**src/rtl/lif_pkg.sv**
```systemverilog
// lif_pkg: shared defaults and helpers for the LIF neuron array.
//   LIF_N_NEURONS / LIF_WIDTH / LIF_LEAK_W / LIF_REFRAC_CYCLES : default parameters
//   sat_add : clamps a (LIF_WIDTH+1)-bit unsigned sum to LIF_WIDTH bits
package lif_pkg;

    localparam int LIF_N_NEURONS     = 4;
    localparam int LIF_WIDTH         = 8;
    localparam int LIF_LEAK_W        = 3;
    localparam int LIF_REFRAC_CYCLES = 2;

    function automatic logic [LIF_WIDTH-1:0] sat_add(input logic [LIF_WIDTH:0] sum);
        return sum[LIF_WIDTH] ? '1 : sum[LIF_WIDTH-1:0];
    endfunction

endpackage

```
**src/rtl/lif_update.sv**
```systemverilog
// lif_update: combinational single-channel leaky integrate-and-fire datapath.
//   v, current      : present potential and input current of the channel
//   threshold       : firing threshold, 0 disables firing
//   leak_shift      : leak = v >> leak_shift, 0 means no leak
//   rc / rc_next    : refractory counter (only with LIF_REFRACTORY_EN)
//   v_next, fire    : next potential and spike decision
// Macro LIF_REFRACTORY_EN adds the refractory counter ports and behaviour.
module lif_update
    import lif_pkg::*;
#(
    parameter int WIDTH  = LIF_WIDTH,
    parameter int LEAK_W = LIF_LEAK_W
`ifdef LIF_REFRACTORY_EN
    ,
    parameter int REFRAC_CYCLES = LIF_REFRAC_CYCLES,
    parameter int RC_W          = $clog2(REFRAC_CYCLES + 1)
`endif
) (
    input  logic [WIDTH-1:0]  v,
    input  logic [WIDTH-1:0]  current,
    input  logic [WIDTH-1:0]  threshold,
    input  logic [LEAK_W-1:0] leak_shift,
`ifdef LIF_REFRACTORY_EN
    input  logic [RC_W-1:0]   rc,
    output logic [RC_W-1:0]   rc_next,
`endif
    output logic [WIDTH-1:0]  v_next,
    output logic              fire
);

    logic [WIDTH-1:0] leak;
    logic [WIDTH:0]   sum;
    logic [WIDTH-1:0] sat;
    logic             fire_raw;

    // v - leak never underflows since leak <= v; shifts of WIDTH or more yield 0.
    always_comb begin
        leak = (leak_shift == '0) ? '0 : (v >> leak_shift);
        sum  = {1'b0, v} - {1'b0, leak} + {1'b0, current};
    end

    if (WIDTH == LIF_WIDTH) begin : g_sat_pkg
        assign sat = sat_add(sum);
    end else begin : g_sat_local
        assign sat = sum[WIDTH] ? '1 : sum[WIDTH-1:0];
    end

    assign fire_raw = (threshold != '0) && (sat >= threshold);

    always_comb begin
`ifdef LIF_REFRACTORY_EN
        if (rc != '0) begin
            v_next  = '0;
            fire    = 1'b0;
            rc_next = rc - 1'b1;
        end else begin
            v_next  = fire_raw ? '0 : sat;
            fire    = fire_raw;
            rc_next = fire_raw ? RC_W'(REFRAC_CYCLES) : '0;
        end
`else
        v_next = fire_raw ? '0 : sat;
        fire   = fire_raw;
`endif
    end

endmodule

```
**src/rtl/lif_array.sv**
```systemverilog
// lif_array: time-multiplexed array of leaky integrate-and-fire neurons.
// One shared lif_update datapath serves the channels round-robin, one per enabled cycle.
//   clk, reset_n  : clock, synchronous active-low reset
//   en            : update channel ptr this cycle
//   current       : per-channel current, channel i at [i*WIDTH +: WIDTH]
//   threshold     : shared firing threshold, 0 disables firing
//   leak_shift    : leak = v >> leak_shift, 0 means no leak
//   state_sel     : channel shown on state
//   state         : registered potential of channel state_sel (0 if out of range)
//   spk           : registered one-cycle spike pulse per channel
//   sweep_done    : registered pulse after the last channel is updated
// Macro LIF_REFRACTORY_EN enables per-channel refractory counters.
module lif_array
    import lif_pkg::*;
#(
    parameter int N_NEURONS     = LIF_N_NEURONS,
    parameter int WIDTH         = LIF_WIDTH,
    parameter int LEAK_W        = LIF_LEAK_W,
    parameter int REFRAC_CYCLES = LIF_REFRAC_CYCLES,
    localparam int IDX_W        = $clog2(N_NEURONS)
) (
    input  logic                       clk,
    input  logic                       reset_n,
    input  logic                       en,
    input  logic [N_NEURONS*WIDTH-1:0] current,
    input  logic [WIDTH-1:0]           threshold,
    input  logic [LEAK_W-1:0]          leak_shift,
    input  logic [IDX_W-1:0]           state_sel,
    output logic [WIDTH-1:0]           state,
    output logic [N_NEURONS-1:0]       spk,
    output logic                       sweep_done
);

    if (N_NEURONS < 2 || REFRAC_CYCLES < 1) begin : g_cfg_check
        $error("lif_array: N_NEURONS must be >= 2 and REFRAC_CYCLES >= 1");
    end

    logic [WIDTH-1:0] v [N_NEURONS];
    logic [IDX_W-1:0] ptr;
    logic [WIDTH-1:0] cur_sel;
    logic [WIDTH-1:0] v_next;
    logic             fire;
    logic [WIDTH-1:0] state_mux;
    logic             last_ch;

`ifdef LIF_REFRACTORY_EN
    localparam int RC_W = $clog2(REFRAC_CYCLES + 1);
    logic [RC_W-1:0] rc [N_NEURONS];
    logic [RC_W-1:0] rc_next;
`endif

    assign cur_sel = current[ptr*WIDTH +: WIDTH];
    assign last_ch = (ptr == IDX_W'(N_NEURONS - 1));

    lif_update #(
        .WIDTH         (WIDTH),
        .LEAK_W        (LEAK_W)
`ifdef LIF_REFRACTORY_EN
        ,
        .REFRAC_CYCLES (REFRAC_CYCLES),
        .RC_W          (RC_W)
`endif
    ) u_update (
        .v          (v[ptr]),
        .current    (cur_sel),
        .threshold  (threshold),
        .leak_shift (leak_shift),
`ifdef LIF_REFRACTORY_EN
        .rc         (rc[ptr]),
        .rc_next    (rc_next),
`endif
        .v_next     (v_next),
        .fire       (fire)
    );

    always_comb begin
        state_mux = '0;
        if (int'(state_sel) < N_NEURONS) begin
            state_mux = v[state_sel];
        end
    end

    always_ff @(posedge clk) begin
        if (!reset_n) begin
            ptr        <= '0;
            state      <= '0;
            spk        <= '0;
            sweep_done <= '0;
            for (int unsigned i = 0; i < N_NEURONS; i++) begin
                v[i] <= '0;
`ifdef LIF_REFRACTORY_EN
                rc[i] <= '0;
`endif
            end
        end else begin
            state      <= state_mux;
            spk        <= '0;
            sweep_done <= 1'b0;
            if (en) begin
                v[ptr] <= v_next;
`ifdef LIF_REFRACTORY_EN
                rc[ptr] <= rc_next;
`endif
                spk[ptr]   <= fire;
                sweep_done <= last_ch;
                // Explicit wrap so non-power-of-2 channel counts stay in range.
                ptr <= last_ch ? '0 : ptr + 1'b1;
            end
        end
    end

endmodule

```
**config.mk**
```make
export PLATFORM = sky130hd
export DESIGN_NAME = lif_array
export DESIGN_NICKNAME = d
export VERILOG_FILES = /design/src/rtl/lif_pkg.sv /design/src/rtl/lif_update.sv /design/src/rtl/lif_array.sv
export SDC_FILE = /design/constraint.sdc
export NUM_CORES = 1
export LEC_CHECK = 0
export CORE_MARGIN = 10
export CORE_UTILIZATION = 50
export CTS_BUF_LIST = sky130_fd_sc_hd__clkbuf_8
export CTS_CLUSTER_DIAMETER = 200
export DETAILED_ROUTE_END_ITERATION = 12
export PLACE_DENSITY = 0.72
export SLEW_MARGIN = 10
export SYNTH_ARGS = -nofsm -noshare
export SYNTH_HDL_FRONTEND = slang
export SYNTH_SLANG_ARGS = --single-unit
```
**constraint.sdc**
```tcl
create_clock -name clk -period 6.6 [get_ports clk]
set_input_delay 1.32 -clock clk [delete_from_list [all_inputs] [get_ports clk]]
set_output_delay 1.32 -clock clk [all_outputs]
set_load 0.01 [all_outputs]
```
==> metrics.cfg <==
[outcome]
status = finished, final reports clean

[global_routing]
track_usage_pct = 15.7
grt-ovfl-total = 0
grt_max_degree = 20
grt_pass1_wl_microns = 14000
grt_pass1_vias = 2779
antenna_found_initial = 0

[critical_path]
reg2regPathDepth = 19
required_ps = 6750
critPathCapture = v[2][2]
reg2reg_slack_ps = 1030
criticalPathCategory = input pin to register
r2r_end = v[2][2]
startpoint = leak_shift[1]
cp-end-kind = register
crit_fanout = 11
start_kind = input pin
cp.arrival_ps = 6320

[yosys]
synth-seq-cells = 49
yosysTopAreaCellShare_pct = 27.4
synth_edf_count = 32
yosysWarningCount = 0
synthDistinctLibCells = 51
ys_top_cells_by_count = inv_1 (49), nor2_1 (34), edfxtp_1 (32)
synthArstFlopShare_pct = 0
synth.yosys.seq_area_share_pct = 37.1
synth_area_leaders = edfxtp_1 (27%), mux4_2 (17%), dfxtp_1 (9.7%)
synth_top_area_cell = edfxtp_1
synth_fp_nets = 399
yosysMostFrequentCell = inv_1
netlist_area_sq_mm = 0.00351
avgSynthCellArea_sq_um = 10.9
ys.flop_type = edfxtp_1
synth_cells = 322

[pwr]
pwr-share-clk_pct = 8.9
p_per_area_mw_per_mm2 = 444
vdd_drop_max_v = 0.000314
power.leakage_uw = 0.00183
swShare_pct = 45.6
combPwrFrac_pct = 68.1
p_switching_uw = 896
internal_power_uw = 1070
power_uw = 1960
seqPwrFrac_pct = 22.9

[placement]
placed_area_sq_mm = 0.00432
place_worst_setup_slack_ps = -2.83
hpwl_microns = 6840
port_buffers = 60
gp_congestion = 0.834

[die]
dieWidth_microns = 104
io_pins = 61
die_height_microns = 104
core_area_sq_mm = 0.00679
placementRows = 30
dieArea_sq_mm = 0.0108
initial_core_util_pct = 51.6

[routing]
ant_nets = 0
firstDrtPassIters = 4
wirelength_microns = 8550
wl_per_cell_microns = 17.3
viasPerCell = 5.51
route.detailed.drc = 0
num_vias = 2728
initialDrtViolationCount = 167

[flow_run]
maxCapViolCount = 0

[clock_network]
clk_pin_slew_worst_paths_ps = 90
cts.repair.resized = 0
cts_setup_buffers = 0
clockRootBuffer = clkbuf_8
clk_latency_ps = 300
numCtsBuffers = 5
htree_levels = 2
cts_hold_buf = 0
cts_tree = done
clockBufferDepth = 2
clock-sinks = 49

[timing]
skew_ps = 9.40
max-slew-margin-rel_pct = 40.6
finalHoldViolations = 0
rsz0062_at_grt = no
fin_ws_ps = 432
setup_viol = 0
tns_ps = 0
clock.fmax_mhz = 162
finalCritPeriodShare_pct = 93.5
maxSlewViolCount = 0
tightestPinTransition_ps = 885
fin_crit_ps = 6170

[layout]
final_area_sq_mm = 0.00443
final_util_pct = 65.2
fillers = 546
drive_above_1_share_pct = 16.3
antenna_cells = 0
syn_to_final_growth_pct = 26.3
fin_nets = 475

[hold_path]
holdCritPathClass = register to register

-- state kept, by name, indices dropped and copies added (netlist names), named ones only --
signal / flops
spk: 4
sweep_done: 1
v: 32
ptr: 2
state: 8
-- cells in the final DEF, fill, tap and decap left out, types with 2 or more instances in the layout --
cell	n
clkdlybuf4s50_1	60
inv_1	49
nor2_1	34
edfxtp_1	32
mux4_2	26
ha_1	21
a21oi_1	19
buf_4	19
dfxtp_1	17
nand2_1	11
o21ai_0	11
and2_1	10
and3_1	8
fa_1	8
clkbuf_8	5
nor2b_1	4
mux2i_1	4
nand2b_1	4
nand3_1	4
o21a_1	3
a211oi_1	3
o211ai_1	3
nor3_2	3
a31oi_1	2
a22oi_1	2
o22ai_1	2
a211o_1	2
or3_1	2
a211oi_2	2
nor4_1	2
o21ai_1	2
o2111ai_1	2
-- area by class of cell --
type / instances / area [sq um] / area share (%)
multi-input cells: 214 / 1990 / 44.9
flip-flops and latches: 49 / 1300 / 29.4
repair buffers: 79 / 743 / 16.8
inverters: 49 / 184 / 4.15
well taps: 96 / 120 / 2.71
clock buffers: 5 / 68.8 / 1.55
clock inverters: 3 / 21.3 / 0.480
-- stage by stage --
step / hold WS, ps / instances
global route: 726 / 495
CTS: 703 / 495
finish: 699 / 495
detailed placement: 680 / 487
global placement: 668 / 487
floorplan: 573 / 322
-- power groups by stage --
stage,registers (uW),logic [uW],clock network [uW]
6_report,450,1340,176
3_3_place_gp,453,1260,0
3_5_place_dp,457,1300,0
2_1_floorplan,448,882,0
5_1_grt,458,1480,192
4_1_cts,450,1300,181
-- layer usage --
metal,routed length (microns),track usage (%)
met5,0,0
met1,3630,20.3
met3,560,3.47
met2,4290,25.8
met4,71,3.78
-- worst max-delay path: stages --
cell and delay, ps:
clkdlybuf4s50_1 470, buf_4 210, nor2b_1 260, nand2_1 140, o21ai_0 120, nor2_1 70
a21oi_1 220, fa_1 510, fa_1 480, nor2b_1 200, o31ai_2 130, a32o_2 350
nor4_4 310, inv_1 70, ha_1 330, a211oi_2 290, nand3b_1 120, a21oi_2 230
o2111ai_1 160, buf_4 210, a21oi_1 110
-- cells by family (layout without fill, tap and decap cells) --
family                     after synthesis  in the layout  synth area share [%]
DFF                                     49             49                  37.1
xor gates and xnor gates                 2              2                 0.500
buffers and inverters                   59            136                  6.53
adders and majority gates               29             29                  12.1
other                                    1              1                 0.107
muxes                                   30             30                  17.8
AOI/OAI and AO/OA                       63             63                  12.2
and+or+nand+nor                         89             89                  13.6
-- worst min-delay path by stage --
stage,from,endpoint,slack [ps],cells past startpoint
final,v[1][4],state[4],700,2
after global routing,v[2][0],state[0],730,2
after CTS,v[1][4],state[4],700,2
after detailed placement,v[1][4],state[4],680,2
after global placement,v[3][0],state[0],670,2
after floorplan,ptr[1],register,570,2
Note: power is estimated with default switching activity, not from simulation.
